--- config.mk ---
export PLATFORM = sky130hd
export DESIGN_NAME = pipeline_redirect_controller_flat
export DESIGN_NICKNAME = d
export VERILOG_FILES = /design/src/rtl/pipeline_redirect_controller_if.sv /design/src/rtl/pipeline_redirect_controller.sv /design/src/flat_wrapper.sv
export SDC_FILE = /design/constraint.sdc
export NUM_CORES = 1
export LEC_CHECK = 0
export CAP_MARGIN = 0
export CELL_PAD_IN_SITES_DETAIL_PLACEMENT = 1
export CELL_PAD_IN_SITES_GLOBAL_PLACEMENT = 2
export CORE_ASPECT_RATIO = 1.1
export CORE_UTILIZATION = 22
export CTS_BUF_LIST = sky130_fd_sc_hd__clkbuf_4 sky130_fd_sc_hd__clkbuf_8
export DETAILED_ROUTE_END_ITERATION = 16
export PLACE_DENSITY = 0.92
export SYNTH_ARGS = -nofsm -noshare
export SYNTH_HDL_FRONTEND = slang
export SYNTH_SLANG_ARGS = --single-unit
--- constraint.sdc ---
create_clock -name clk -period 2.5 [get_ports clk]
set_input_delay 0.5 -clock clk [delete_from_list [all_inputs] [get_ports clk]]
set_output_delay 0.5 -clock clk [all_outputs]
set_load 0.03 [all_outputs]
--- src/rtl/pipeline_redirect_controller_if.sv ---
// Execute/CSR/fetch bundle for the pipeline redirect controller.
// RAFI_REDIRECT_STATS_EN adds the event statistics counters to the bundle.
// master: execute stage / CSR unit side that drives the inputs.
// slave: the controller itself.
interface pipeline_redirect_controller_if #(
  parameter int ADDR_WIDTH  = 32,
  parameter int CAUSE_WIDTH = 5
);
  logic                   exValid;
  logic [ADDR_WIDTH-1:0]  exPc;
  logic                   exBranchTaken;
  logic [ADDR_WIDTH-1:0]  exBranchTarget;
  logic                   exTrapValid;
  logic [CAUSE_WIDTH-1:0] exTrapCause;
  logic [ADDR_WIDTH-1:0]  exTrapValue;
  logic                   exTrapReturn;
  logic                   memStall;
  logic [ADDR_WIDTH-1:0]  csrTrapVector;
  logic [ADDR_WIDTH-1:0]  csrEpc;

  logic                   csrTrapWe;
  logic [ADDR_WIDTH-1:0]  csrTrapEpc;
  logic [CAUSE_WIDTH-1:0] csrTrapCause;
  logic [ADDR_WIDTH-1:0]  csrTrapTval;
  logic                   csrTrapReturnWe;
  logic                   flush;
  logic                   redirectValid;
  logic [ADDR_WIDTH-1:0]  redirectPc;
  logic                   busy;

`ifdef RAFI_REDIRECT_STATS_EN
  logic [31:0]            statBranchRedirects;
  logic [31:0]            statTraps;
  logic [31:0]            statTrapReturns;

  modport master (
    output exValid, exPc, exBranchTaken, exBranchTarget, exTrapValid,
           exTrapCause, exTrapValue, exTrapReturn, memStall,
           csrTrapVector, csrEpc,
    input  csrTrapWe, csrTrapEpc, csrTrapCause, csrTrapTval, csrTrapReturnWe,
           flush, redirectValid, redirectPc, busy,
           statBranchRedirects, statTraps, statTrapReturns
  );

  modport slave (
    input  exValid, exPc, exBranchTaken, exBranchTarget, exTrapValid,
           exTrapCause, exTrapValue, exTrapReturn, memStall,
           csrTrapVector, csrEpc,
    output csrTrapWe, csrTrapEpc, csrTrapCause, csrTrapTval, csrTrapReturnWe,
           flush, redirectValid, redirectPc, busy,
           statBranchRedirects, statTraps, statTrapReturns
  );
`else
  modport master (
    output exValid, exPc, exBranchTaken, exBranchTarget, exTrapValid,
           exTrapCause, exTrapValue, exTrapReturn, memStall,
           csrTrapVector, csrEpc,
    input  csrTrapWe, csrTrapEpc, csrTrapCause, csrTrapTval, csrTrapReturnWe,
           flush, redirectValid, redirectPc, busy
  );

  modport slave (
    input  exValid, exPc, exBranchTaken, exBranchTarget, exTrapValid,
           exTrapCause, exTrapValue, exTrapReturn, memStall,
           csrTrapVector, csrEpc,
    output csrTrapWe, csrTrapEpc, csrTrapCause, csrTrapTval, csrTrapReturnWe,
           flush, redirectValid, redirectPc, busy
  );
`endif
endinterface

--- src/rtl/pipeline_redirect_controller.sv ---
// Pipeline redirect controller: owns the squash-and-restart decision for
// branches, traps and xRET leaving the execute stage.
// Optional build macro RAFI_REDIRECT_STATS_EN adds per-event counters.
//
// state         | meaning
// IDLE          | waiting for an unstalled execute-stage event
// REDIRECT      | branch / xRET restart cycle (flush + redirect)
// TRAP_WRITE    | commit epc/cause/tval to the CSR unit, flush
// TRAP_REDIRECT | restart fetch at the CSR trap vector, flush
// DRAIN         | hold flush for FLUSH_CYCLES more cycles
module pipeline_redirect_controller #(
  parameter int ADDR_WIDTH   = 32,
  parameter int CAUSE_WIDTH  = 5,
  parameter int FLUSH_CYCLES = 2
) (
  input  logic                     clk,
  input  logic                     rst,
  pipeline_redirect_controller_if.slave bus
);

  typedef enum logic [2:0] {
    IDLE          = 3'd0,
    REDIRECT      = 3'd1,
    TRAP_WRITE    = 3'd2,
    TRAP_REDIRECT = 3'd3,
    DRAIN         = 3'd4
  } state_t;

  state_t                 state_q, state_d;
  logic [3:0]             cnt_q, cnt_d;
  logic [ADDR_WIDTH-1:0]  target_q, target_d;
  logic                   is_ret_q, is_ret_d;
  logic [ADDR_WIDTH-1:0]  epc_q, epc_d;
  logic [CAUSE_WIDTH-1:0] cause_q, cause_d;
  logic [ADDR_WIDTH-1:0]  tval_q, tval_d;
  logic                   accept;

`ifdef RAFI_REDIRECT_STATS_EN
  logic [31:0] stat_br_q, stat_br_d;
  logic [31:0] stat_trap_q, stat_trap_d;
  logic [31:0] stat_ret_q, stat_ret_d;
`endif

  // Next-state and latch logic; ex* inputs only matter while IDLE.
  always_comb begin
    state_d  = state_q;
    cnt_d    = cnt_q;
    target_d = target_q;
    is_ret_d = is_ret_q;
    epc_d    = epc_q;
    cause_d  = cause_q;
    tval_d   = tval_q;
    accept   = (state_q == IDLE) && bus.exValid && !bus.memStall;
`ifdef RAFI_REDIRECT_STATS_EN
    stat_br_d   = stat_br_q;
    stat_trap_d = stat_trap_q;
    stat_ret_d  = stat_ret_q;
`endif
    case (state_q)
      IDLE: begin
        if (accept) begin
          if (bus.exTrapValid) begin
            epc_d   = bus.exPc;
            cause_d = bus.exTrapCause;
            tval_d  = bus.exTrapValue;
            state_d = TRAP_WRITE;
`ifdef RAFI_REDIRECT_STATS_EN
            stat_trap_d = stat_trap_q + 32'd1;
`endif
          end else if (bus.exTrapReturn) begin
            // epc is captured now; the CSR unit may change it afterwards.
            target_d = bus.csrEpc;
            is_ret_d = 1'b1;
            state_d  = REDIRECT;
`ifdef RAFI_REDIRECT_STATS_EN
            stat_ret_d = stat_ret_q + 32'd1;
`endif
          end else if (bus.exBranchTaken) begin
            target_d = bus.exBranchTarget;
            is_ret_d = 1'b0;
            state_d  = REDIRECT;
`ifdef RAFI_REDIRECT_STATS_EN
            stat_br_d = stat_br_q + 32'd1;
`endif
          end
        end
      end
      REDIRECT:      state_d = IDLE;
      TRAP_WRITE:    state_d = TRAP_REDIRECT;
      TRAP_REDIRECT: begin
        cnt_d   = 4'(FLUSH_CYCLES);
        state_d = DRAIN;
      end
      DRAIN: begin
        cnt_d = cnt_q - 4'd1;
        // <= 1 rather than == 1 so a bad count can never wedge the FSM.
        if (cnt_q <= 4'd1) begin
          cnt_d   = 4'd0;
          state_d = IDLE;
        end
      end
      default: state_d = IDLE;
    endcase
  end

  // State and latched-field registers with synchronous reset.
  always_ff @(posedge clk) begin
    if (rst) begin
      state_q  <= IDLE;
      cnt_q    <= '0;
      target_q <= '0;
      is_ret_q <= 1'b0;
      epc_q    <= '0;
      cause_q  <= '0;
      tval_q   <= '0;
`ifdef RAFI_REDIRECT_STATS_EN
      stat_br_q   <= '0;
      stat_trap_q <= '0;
      stat_ret_q  <= '0;
`endif
    end else begin
      state_q  <= state_d;
      cnt_q    <= cnt_d;
      target_q <= target_d;
      is_ret_q <= is_ret_d;
      epc_q    <= epc_d;
      cause_q  <= cause_d;
      tval_q   <= tval_d;
`ifdef RAFI_REDIRECT_STATS_EN
      stat_br_q   <= stat_br_d;
      stat_trap_q <= stat_trap_d;
      stat_ret_q  <= stat_ret_d;
`endif
    end
  end

  // Output decode from registered state; payloads are zero when not strobed.
  // The trap vector is passed straight through because the CSR unit only
  // presents it in the cycle after the trap write.
  always_comb begin
    bus.flush           = (state_q != IDLE);
    bus.busy            = (state_q != IDLE);
    bus.redirectValid   = 1'b0;
    bus.redirectPc      = '0;
    bus.csrTrapWe       = 1'b0;
    bus.csrTrapEpc      = '0;
    bus.csrTrapCause    = '0;
    bus.csrTrapTval     = '0;
    bus.csrTrapReturnWe = 1'b0;
    case (state_q)
      REDIRECT: begin
        bus.redirectValid   = 1'b1;
        bus.redirectPc      = target_q;
        bus.csrTrapReturnWe = is_ret_q;
      end
      TRAP_WRITE: begin
        bus.csrTrapWe    = 1'b1;
        bus.csrTrapEpc   = epc_q;
        bus.csrTrapCause = cause_q;
        bus.csrTrapTval  = tval_q;
      end
      TRAP_REDIRECT: begin
        bus.redirectValid = 1'b1;
        bus.redirectPc    = bus.csrTrapVector;
      end
      default: ;
    endcase
  end

`ifdef RAFI_REDIRECT_STATS_EN
  assign bus.statBranchRedirects = stat_br_q;
  assign bus.statTraps           = stat_trap_q;
  assign bus.statTrapReturns     = stat_ret_q;
`endif

endmodule
--- src/flat_wrapper.sv ---
// flat-port wrapper written by rule: the top's interface ports become plain ports
module pipeline_redirect_controller_flat 
#(
  parameter int ADDR_WIDTH   = 32,
  parameter int CAUSE_WIDTH  = 5,
  parameter int FLUSH_CYCLES = 2
)
  (clk, rst, bus_exValid, bus_exPc, bus_exBranchTaken, bus_exBranchTarget, bus_exTrapValid, bus_exTrapCause, bus_exTrapValue, bus_exTrapReturn, bus_memStall, bus_csrTrapVector, bus_csrEpc, bus_csrTrapWe, bus_csrTrapEpc, bus_csrTrapCause, bus_csrTrapTval, bus_csrTrapReturnWe, bus_flush, bus_redirectValid, bus_redirectPc, bus_busy);
  pipeline_redirect_controller_if #(.ADDR_WIDTH(ADDR_WIDTH), .CAUSE_WIDTH(CAUSE_WIDTH)) bus_i ();
  input  logic clk;
  input  logic rst;
  input wire logic [$bits(bus_i.exValid)-1:0] bus_exValid;
  input wire logic [$bits(bus_i.exPc)-1:0] bus_exPc;
  input wire logic [$bits(bus_i.exBranchTaken)-1:0] bus_exBranchTaken;
  input wire logic [$bits(bus_i.exBranchTarget)-1:0] bus_exBranchTarget;
  input wire logic [$bits(bus_i.exTrapValid)-1:0] bus_exTrapValid;
  input wire logic [$bits(bus_i.exTrapCause)-1:0] bus_exTrapCause;
  input wire logic [$bits(bus_i.exTrapValue)-1:0] bus_exTrapValue;
  input wire logic [$bits(bus_i.exTrapReturn)-1:0] bus_exTrapReturn;
  input wire logic [$bits(bus_i.memStall)-1:0] bus_memStall;
  input wire logic [$bits(bus_i.csrTrapVector)-1:0] bus_csrTrapVector;
  input wire logic [$bits(bus_i.csrEpc)-1:0] bus_csrEpc;
  output wire logic [$bits(bus_i.csrTrapWe)-1:0] bus_csrTrapWe;
  output wire logic [$bits(bus_i.csrTrapEpc)-1:0] bus_csrTrapEpc;
  output wire logic [$bits(bus_i.csrTrapCause)-1:0] bus_csrTrapCause;
  output wire logic [$bits(bus_i.csrTrapTval)-1:0] bus_csrTrapTval;
  output wire logic [$bits(bus_i.csrTrapReturnWe)-1:0] bus_csrTrapReturnWe;
  output wire logic [$bits(bus_i.flush)-1:0] bus_flush;
  output wire logic [$bits(bus_i.redirectValid)-1:0] bus_redirectValid;
  output wire logic [$bits(bus_i.redirectPc)-1:0] bus_redirectPc;
  output wire logic [$bits(bus_i.busy)-1:0] bus_busy;
  assign bus_i.exValid = bus_exValid;
  assign bus_i.exPc = bus_exPc;
  assign bus_i.exBranchTaken = bus_exBranchTaken;
  assign bus_i.exBranchTarget = bus_exBranchTarget;
  assign bus_i.exTrapValid = bus_exTrapValid;
  assign bus_i.exTrapCause = bus_exTrapCause;
  assign bus_i.exTrapValue = bus_exTrapValue;
  assign bus_i.exTrapReturn = bus_exTrapReturn;
  assign bus_i.memStall = bus_memStall;
  assign bus_i.csrTrapVector = bus_csrTrapVector;
  assign bus_i.csrEpc = bus_csrEpc;
  assign bus_csrTrapWe = bus_i.csrTrapWe;
  assign bus_csrTrapEpc = bus_i.csrTrapEpc;
  assign bus_csrTrapCause = bus_i.csrTrapCause;
  assign bus_csrTrapTval = bus_i.csrTrapTval;
  assign bus_csrTrapReturnWe = bus_i.csrTrapReturnWe;
  assign bus_flush = bus_i.flush;
  assign bus_redirectValid = bus_i.redirectValid;
  assign bus_redirectPc = bus_i.redirectPc;
  assign bus_busy = bus_i.busy;
  pipeline_redirect_controller #(.ADDR_WIDTH(ADDR_WIDTH), .CAUSE_WIDTH(CAUSE_WIDTH), .FLUSH_CYCLES(FLUSH_CYCLES)) u_core (.clk(clk), .rst(rst), .bus(bus_i));
endmodule
==> flow_summary.toml, run 1 <==
[synth]
yosys_warnings = 0
syn_avg_cell_area_um2 = 8.18
synth-async-reset-ratio_pct = 0
synth_xor_area_share_pct = 0
synth-compound-area-share_pct = 14.1
synth_ff_type = "dfxtp_1"
synth_area_leaders = "dfxtp_1 (38%), mux2i_1 (11%), and2_1 (7.6%)"
ys_seq_area_share_pct = 38.5
synth_cells = 693
synthAdderAreaFrac_pct = 0.442
syn_area_um2 = 5670
ys_types = 35
synthMuxAreaShare_pct = 17.8
synth.most_common_cell = "dfxtp_1"
synth_edf_count = 0
synth-simple-area-share_pct = 23.9
synth_top_area_cell = "dfxtp_1"
synth_seq_cells = 109
synthesis.nets = 867
synth_common_cells = "dfxtp_1 (109), a21oi_1 (72), o21ai_0 (71)"
synth_top_area_share_pct = 38.5
synth_top_family_by_area = "simple AND/OR/NAND/NOR gates"

[final_layout]
syn_to_final_growth_pct = 54.8
drive_gt1_share_pct = 15.7
nets = 1101
n_fill_cell = 3009

[timing]
slew_violations = 0
finalCriticalPeriod_ns = 2.30
fmax_mhz = 435
slew_headroom_pct = 47.2
clock_skew_ns = 0.0149
min_period_over_period_pct = 92.0
worst_slew_pin_slew_ns = 0.793
tns_ns = 0
setup_viol = 0
hold_viol = 0
rsz0062_at_grt = "false"
holdWs_ns = 0.479

[clock_tree]
root_buffer = "clkbuf_8"
cts_setup_buffers = 0
clkLatencyLatePin_ns = 0.39
holdBufCountCts = 0
cts_tree = "built"
clockBufferDepth = 2
clkSinkCount = 109
htree_levels = 3
cts_buffers = 9
clkTransAtPathRegs_ns = 0.12
cts_resized = 1

[pwr]
vdd_drop_max_uv = 165
power.total_mw = 3.82
p_per_area_nw_per_um2 = 436
p_leak_nw = 3.44

[global_route]
antenna_found_initial = 1
grt_pass1_wl_um = 31400
gr-total-overflow = 0
grt_start_max_net_pins = 71
grt_pass1_vias = 5939
grtUsageTotal_pct = 15.1

[critical_path]
worst-path-max-fanout = 70
crit_path_cell_trace = "nor3b_2, buf_12, and2_1, buf_4"
startpoint_type = "flip-flop"
critPathKind = "reg -> out"
crit_slowest_cell = "dfxtp_2"
critical-path-max-stage-delay_ns = 0.46
end_kind = "output port"
cp_num_buf_inv = 2
critPathTopFamily = "simple AND/OR/NAND/NOR gates"
cp.arrival_ns = 1.80
worstPathRequired_ns = 2.00

[floorplanning]
start_util_pct = 22.4
core-area_um2 = 25300
die_height_um = 170
fp.dieArea_um2 = 26400
fp.dieW_um = 155
pin_count = 278
num_rows = 61

[routing]
ant_nets = 0
viasPerCell = 4.50
wire_per_inst_um = 15.7
vias = 5758
routed.top_layer = "met4"
first_iter_violations = 225
met2WireLength_um = 10100
wl_met3_um = 1370
wl_um = 20100
drc_errors = 0
met1_length_um = 8530
drt_pass1_iterations = 4

[run_status]
status = "completed"

[job]
cap_violations = 0

[min_path]
hold_class = "reg -> reg"

[placed_design]
io_buffers = 277
post-dp-hpwl_um = 14100
gp_congestion = 0.753
-- worst paths after layout --
check,startpoint,end,slack [ns],depth (start not counted)
hold / removal,u_core.cause_q[0]$_SDFFE_PP0P_,u_core.cause_q[0]$_SDFFE_PP0P_,0.48,2
setup / recovery,u_core.state_q[1]$_SDFFE_PP0P_,bus_csrTrapTval[0],0.20,4
setup reg to reg,u_core.state_q[2]$_SDFFE_PP0P_,u_core.target_q[13]$_SDFFE_PP0P_,0.47,5
hold reg to reg,u_core.cause_q[0]$_SDFFE_PP0P_,u_core.cause_q[0]$_SDFFE_PP0P_,0.48,2
-- report_power, final --
| group | leakage, nW | switching [mW] | internal (mW) |
|---|---|---|---|
| Clock | 0.114 | 0.685 | 0.581 |
| Sequential | 0.884 | 0.0282 | 1.79 |
| Combinational | 2.44 | 0.349 | 0.387 |
| Total | 3.44 | 1.06 | 2.76 |
-- state kept, by name, summed over array words and instances, names as in the netlist --
name,count
u_core.cause_q,5
u_core.cnt_q,4
u_core.epc_q,32
u_core.is_ret_q,1
u_core.state_q,3
u_core.target_q,32
u_core.tval_q,32
-- worst register-to-register path, stage by stage, from the launching register on --
cell and delay (ns):
dfxtp_1 0.41, nor3_4 0.22, inv_2 0.15, or4_1 0.59, buf_12 0.21, mux2_1 0.35
-- routing by layer --
| metal | GRT usage (%) | vias up |
|---|---|---|
| met5 | 0 | - |
| met4 | 3.49 | 0 |
| li1 | - | 2834 |
| met3 | 4.33 | 9 |
| met1 | 17.2 | 2706 |
| met2 | 27.6 | 209 |
-- through the flow --
step	area, um2	utilization (%)	instances	worst slack (ns)
2_1_floorplan	5670	-	693	0.137
3_3_place_gp	8540	33.8	1262	0.120
3_5_place_dp	8540	33.8	1262	0.0844
4_1_cts	8760	34.7	1278	0.0174
5_1_grt	8770	34.7	1278	0.0540
6_report	8770	34.7	1279	0.199
-- logic make-up (layout without fill, tap and decap cells) --
kind of cell,Yosys count,count (layout)
adder cells (fa/ha/maj),2,2
flip-flops,109,109
AO/OA/AOI/OAI,153,153
multiplexers,97,97
AND/OR/NAND/NOR,254,254
buffers and inverters,78,317
other,0,1
-- placed cells by master (no fill, tap or decap), types with 6 or more instances in the layout --
cell type,n
o21ai_0,71
a21oi_1,72
nor2_1,66
dfxtp_1,108
nor2b_1,32
clkbuf_8,9
inv_1,7
mux2i_1,65
and2_1,69
mux2_1,30
clkdlybuf4s50_1,169
buf_12,6
nand3_1,69
buf_4,115
-- cell type report --
type                       instances  area [um2]  area share, %
inverter                           8        30.0          0.342
timing repair buffer             293        2700           30.8
sequential                       109        2180           24.9
antenna                            1        2.50         0.0285
multi-input combinational        506        3190           36.4
tap                              346         433           4.94
clock inverter                     7         104           1.18
clock buffer                       9         124           1.41
Power figures use the tool's default switching activity.
==> inputs of run 2 (changes only) <==
--- a/config.mk
+++ b/config.mk
@@ -6,13 +6,13 @@
 export NUM_CORES = 1
 export LEC_CHECK = 0
 export CAP_MARGIN = 0
-export CELL_PAD_IN_SITES_DETAIL_PLACEMENT = 1
-export CELL_PAD_IN_SITES_GLOBAL_PLACEMENT = 2
+export CELL_PAD_IN_SITES_DETAIL_PLACEMENT = 0
+export CELL_PAD_IN_SITES_GLOBAL_PLACEMENT = 1
 export CORE_ASPECT_RATIO = 1.1
-export CORE_UTILIZATION = 22
+export CORE_UTILIZATION = 29
 export CTS_BUF_LIST = sky130_fd_sc_hd__clkbuf_4 sky130_fd_sc_hd__clkbuf_8
 export DETAILED_ROUTE_END_ITERATION = 16
-export PLACE_DENSITY = 0.92
+export PLACE_DENSITY = 0.93
 export SYNTH_ARGS = -nofsm -noshare
 export SYNTH_HDL_FRONTEND = slang
 export SYNTH_SLANG_ARGS = --single-unit
==> run 2 against run 1 <==
Clock skew decreased by 0.0015 ns. Setup slack got worse by 0.066 ns. Sequential power about the same. Count of clock-buffer cells in the layout increased by 2. Register-to-register slack improved by 0.12 ns. Wire length decreased by 15%. Via count decreased by 1.7%. Maximum frequency decreased by 2.8%. First-iteration DRC count increased by 17%. Cell count decreased by 8.0%. Core utilization increased by 11 points. Design area decreased by 0.94%. Largest cell class unchanged.
==> flow_summary.toml, run 2 (synthesis results as in run 1) <==
[routing]
drt_pass1_iterations = 4
wl_um = 17000
wire_per_inst_um = 14.4
drc_errors = 0
ant_nets = 0
viasPerCell = 4.81
first_iter_violations = 264
vias = 5660

[timing]
min_period_over_period_pct = 94.7
worst_slack_ns = 0.133
tns_ns = 0
hold_viol = 0
slew_violations = 0
clock_skew_ns = 0.0134
setup_viol = 0
slew_headroom_pct = 50.8
fmax_mhz = 422
worst_slew_pin_slew_ns = 0.738
rsz0062_at_grt = "false"
finalCriticalPeriod_ns = 2.37

[job]
cap_violations = 0

[clock_tree]
holdBufCountCts = 0
cts_tree = "built"
htree_levels = 3
clockBufferDepth = 2
clkLatencyLatePin_ns = 0.38
cts_buffers = 9
cts_setup_buffers = 0
clkSinkCount = 109
root_buffer = "clkbuf_8"
clkTransAtPathRegs_ns = 0.11

[floorplanning]
fp.dieArea_um2 = 20100
core-area_um2 = 19100
num_rows = 53
pin_count = 278
die_height_um = 149
fp.dieW_um = 135
start_util_pct = 29.7

[final_layout]
drive_gt1_share_pct = 12.4
syn_to_final_growth_pct = 53.3
reg.largest.list = "u_core.epc_q: 32 flops, u_core.target_q: 32 flops, u_core.tval_q: 32 flops"
layout_commonest_cell = "clkdlybuf4s50_1"
diodes = 0
final_cell_mix = "clkdlybuf4s50_1 (169), dfxtp_1 (108), buf_4 (75), a21oi_1 (72), o21ai_0 (71)"
nets = 1099
n_fill_cell = 1904

[critical_path]
reg2reg_from = "u_core.state_q[2]$_SDFFE_PP0P_"
critPathLaunch = "u_core.state_q[2]$_SDFFE_PP0P_"
r2r_end = "u_core.target_q[4]$_SDFFE_PP0P_"
startpoint_type = "flip-flop"
worstPathRequired_ns = 2.00
reg2regPathDepth = 5
critPathKind = "reg -> out"
r2r_setup_slack_ns = 0.59
worst-path-max-fanout = 70
cp.arrival_ns = 1.87
end_kind = "output port"

[global_route]
grt_start_max_net_pins = 73
gr-total-overflow = 0
grtUsageTotal_pct = 16.7
grt_pass1_wl_um = 26800
antenna_found_initial = 1
grt_pass1_vias = 5395

[pwr]
power.total_mw = 3.61
p_per_area_nw_per_um2 = 415
vdd_drop_max_uv = 217
p_leak_nw = 3.44

[min_path]
hold_class = "reg -> reg"
hold_end = "u_core.tval_q[9]$_SDFFE_PP0P_"
hold_depth = 2
worstHoldStart = "u_core.tval_q[9]$_SDFFE_PP0P_"

[placed_design]
pre_cts_ws_ns = 0.203
post-dp-hpwl_um = 12000
gp_congestion = 0.764
io_buffers = 277

[run_status]
status = "completed"
## run 2: worst max path at each step
| stage | end | slack [ns] | cells past startpoint |
|---|---|---|---|
| final | bus_csrTrapTval[0] | 0.13 | 4 |
| after global routing | bus_csrTrapEpc[30] | 0.0008 | 4 |
| after CTS | bus_csrTrapTval[28] | 0.07 | 4 |
| after detailed placement | u_core.target_q[4]$_SDFFE_PP0P_ | 0.20 | 5 |
| after global placement | u_core.target_q[5]$_SDFFE_PP0P_ | 0.22 | 5 |
| after floorplan | bus_redirectPc[21] | 0.14 | 5 |
## run 2: layer usage
metal  part of all wire [%]  track usage, %  vias up
li1                       -               -     2832
met1                     43            20.0     2571
met2                     47            28.5      229
met3                    7.6            4.09       26
met4                    2.2            6.35        2
met5                  0.077               0        -
## run 2: where the power goes
| part | internal, mW | switching [mW] |
|---|---|---|
| registers | 1.79 | 0.0268 |
| clock network | 0.431 | 0.640 |
| logic | 0.391 | 0.328 |
| total | 2.61 | 0.994 |
## run 2: final cells by class
class / instances / area [um2] / share of cell area (%)
Sequential cell: 109 / 2180 / 25.1
Multi-Input combinational cell: 506 / 3190 / 36.7
Clock inverter: 5 / 41.3 / 0.475
Inverter: 8 / 30.0 / 0.346
Tap cell: 247 / 309 / 3.56
Clock buffer: 11 / 151 / 1.74
Timing Repair Buffer: 291 / 2780 / 32.0
## run 2: metrics by stage
| step | instances | util (%) | hold slack, ns | cell area (um2) |
|---|---|---|---|---|
| global route | 1177 | 45.5 | 0.503 | 8690 |
| global placement | 1161 | 44.7 | 0.455 | 8530 |
| detailed placement | 1161 | 44.7 | 0.462 | 8530 |
| finish | 1177 | 45.5 | 0.474 | 8690 |
| floorplan | 693 | - | 0.444 | 5670 |
| CTS | 1177 | 45.5 | 0.475 | 8680 |
## run 2: timing repair
item	4_1_cts	5_1_grt
endpoints found under the setup margin	36	20
gates resized for setup	36	26
cloned	0	0
## run 2: worst max-delay path: stages, from the launching register on
cell and delay (ns):
dfxtp_1 0.39, nor3b_2 0.25, clkbuf_16 0.27, and2_1 0.15, dlygate4sd2_1 0.39
==> inputs of run 3 (changes only) <==
--- a/config.mk
+++ b/config.mk
@@ -12,7 +12,9 @@
 export CORE_UTILIZATION = 29
 export CTS_BUF_LIST = sky130_fd_sc_hd__clkbuf_4 sky130_fd_sc_hd__clkbuf_8
 export DETAILED_ROUTE_END_ITERATION = 16
+export GPL_TIMING_DRIVEN = 0
 export PLACE_DENSITY = 0.93
+export SETUP_SLACK_MARGIN = 0.1
 export SYNTH_ARGS = -nofsm -noshare
 export SYNTH_HDL_FRONTEND = slang
 export SYNTH_SLANG_ARGS = --single-unit
==> run 3 against run 2 <==
Register-to-register slack worse by 0.36 ns. Hold slack gained 0.0019 ns. Cell count increased by 5.1%. Total power rose by 2.7%. Combinational power increased by 8.1%. Highest routed layer is now met4. Design area fell by 0.23%. Sequential share of layout area is 0.058 points higher. Wire length rose by 18%. Critical endpoint is now bus_flush. Critical path type unchanged. Critical path depth rose by 2.
==> flow_summary.toml, run 3 (synthesis results as in run 1) <==
[timing]
rsz0062_at_grt = "true"
fmax_mhz = 427
holdWs_ns = 0.476
hold_viol = 0
clock_skew_ns = 0.00962
worst_slew_pin_slew_ns = 0.766
setup_viol = 0
finalCriticalPeriod_ns = 2.34
worst_slack_ns = 0.158
min_period_over_period_pct = 93.7
slew_headroom_pct = 48.8
slew_violations = 0

[final_layout]
layout_commonest_cell = "clkdlybuf4s50_1"
finalNonFillerCells = 1237
drive_gt1_share_pct = 15.5
nets = 1159
fin_area_um2 = 8670
reg.largest.list = "u_core.epc_q: 32 flops, u_core.target_q: 32 flops, u_core.tval_q: 32 flops"
diodes = 0
n_fill_cell = 2004
final_cell_mix = "clkdlybuf4s50_1 (169), dfxtp_1 (108), a21oi_1 (72), buf_2 (71), o21ai_0 (71)"
syn_to_final_growth_pct = 53.0

[clock_tree]
clkLatencyLatePin_ns = 0.38
cts_tree = "built"
clkSinkCount = 109
root_buffer = "clkbuf_8"
cts_buffers = 9
clkTransAtPathRegs_ns = 0.11
htree_levels = 3
clockBufferDepth = 2

[global_route]
grtUsageTotal_pct = 19.7
grtUsageMet2_pct = 35.7
grt_start_max_net_pins = 19
top_usage_layer = "met2"
gr-total-overflow = 0
antenna_found_initial = 1
use_met3_pct = 5.39
grt_pass1_wl_um = 30400
grt_pass1_vias = 5685
gr-usage-met1_pct = 22.7

[routing]
drc_errors = 0
drt_pass1_iterations = 4
vias = 5930
viasPerCell = 4.79
first_iter_violations = 234
wire_per_inst_um = 16.2
ant_nets = 0
wl_um = 20000

[pwr]
p_per_area_nw_per_um2 = 428
switching_power_mw = 1.04
power.share.clock_pct = 30.1
internal-power_mw = 2.67
comb_power_share_pct = 21.0
vdd_drop_max_uv = 296
p_leak_nw = 3.47
switching_share_pct = 28.0
power_frac_seq_pct = 49.0

[placed_design]
pre_cts_ws_ns = -0.724
dp_cells = 1215
post-dp-hpwl_um = 15400
io_buffers = 275
gp_congestion = 0.833
placed_area_um2 = 8730

[critical_path]
cp.arrival_ns = 1.84
startpoint_type = "flip-flop"
end_kind = "output port"
critPathKind = "reg -> out"
worst-path-max-fanout = 11
worstPathRequired_ns = 2.00

[run_status]
status = "completed"

[floorplanning]
start_util_pct = 29.7
pin_count = 278
num_rows = 53
fp.dieW_um = 135
core-area_um2 = 19100
die_height_um = 149
fp.dieArea_um2 = 20100

[min_path]
hold_class = "reg -> reg"

[job]
cap_violations = 0
-- run 3: cell types whose count changed in the layout (fill, tap and decap cells not counted), sizes merged --
cell	before	now
clkinv	1	2
buf	86	91
clkbuf	17	81
bufinv	0	1
dlygate4sd2	15	4
clkinvlp	1	2
inv	11	10
-- run 3: worst paths after layout --
path | endpoint | slack [ns] | start | cells after the start
setup / recovery | bus_flush | 0.16 | u_core.state_q[1]$_SDFFE_PP0P_ | 6
hold / removal | u_core.epc_q[8]$_SDFFE_PP0P_ | 0.48 | u_core.epc_q[8]$_SDFFE_PP0P_ | 2
hold reg to reg | u_core.epc_q[8]$_SDFFE_PP0P_ | 0.48 | u_core.epc_q[8]$_SDFFE_PP0P_ | 2
setup reg to reg | u_core.target_q[0]$_SDFFE_PP0P_ | 0.23 | u_core.state_q[1]$_SDFFE_PP0P_ | 8
-- run 3: critical path, stage by stage (launching register included) --
cell and delay (ns):
dfxtp_1 0.31, clkbuf_4 0.17, nor3_4 0.28, inv_4 0.09
clkbuf_4 0.20, buf_4 0.14, clkdlybuf4s15_2 0.27
-- run 3: layout make-up --
| cell class | count | area (um2) | share of cell area (%) |
|---|---|---|---|
| plain buffers | 70 | 352 | 4.06 |
| clock buffers | 9 | 124 | 1.43 |
| clock inverters | 7 | 72.6 | 0.837 |
| inverters | 8 | 32.5 | 0.375 |
| multi-input cells | 506 | 3200 | 36.9 |
| flip-flops and latches | 109 | 2180 | 25.2 |
| well taps | 247 | 309 | 3.56 |
| repair buffers | 281 | 2390 | 27.6 |
-- run 3: through the flow --
stage | utilization (%) | TNS [ns] | power [mW]
detailed placement | 45.7 | -47.62 | 2.61
global placement | 45.7 | -78.78 | 2.61
floorplan | - | 0 | 2.19
global route | 45.4 | 0 | 3.89
finish | 45.4 | 0 | 3.71
CTS | 45.8 | 0 | 3.76
-- run 3: power groups by stage --
stage | logic [mW] | clock network (mW) | registers (mW)
6_report | 0.777 | 1.11 | 1.82
5_1_grt | 0.844 | 1.22 | 1.82
4_1_cts | 0.786 | 1.16 | 1.82
3_5_place_dp | 0.759 | 0 | 1.86
3_3_place_gp | 0.756 | 0 | 1.85
2_1_floorplan | 0.342 | 0 | 1.85
-- run 3: per-layer routing --
layer,vias up,share of wire (%)
li1,2968,-
met2,246,50
met5,-,0
met3,20,8.5
met1,2696,41
met4,0,1.1
-- run 3: what timing repair did --
action | 4_1_cts | 5_1_grt
hold buffers | 0 | 0
cloned | 0 | 0
pin swaps | 1 | 0
setup buffers | 6 | 0
resized for setup | 454 | 51
endpoints found under the setup margin | 136 | 69
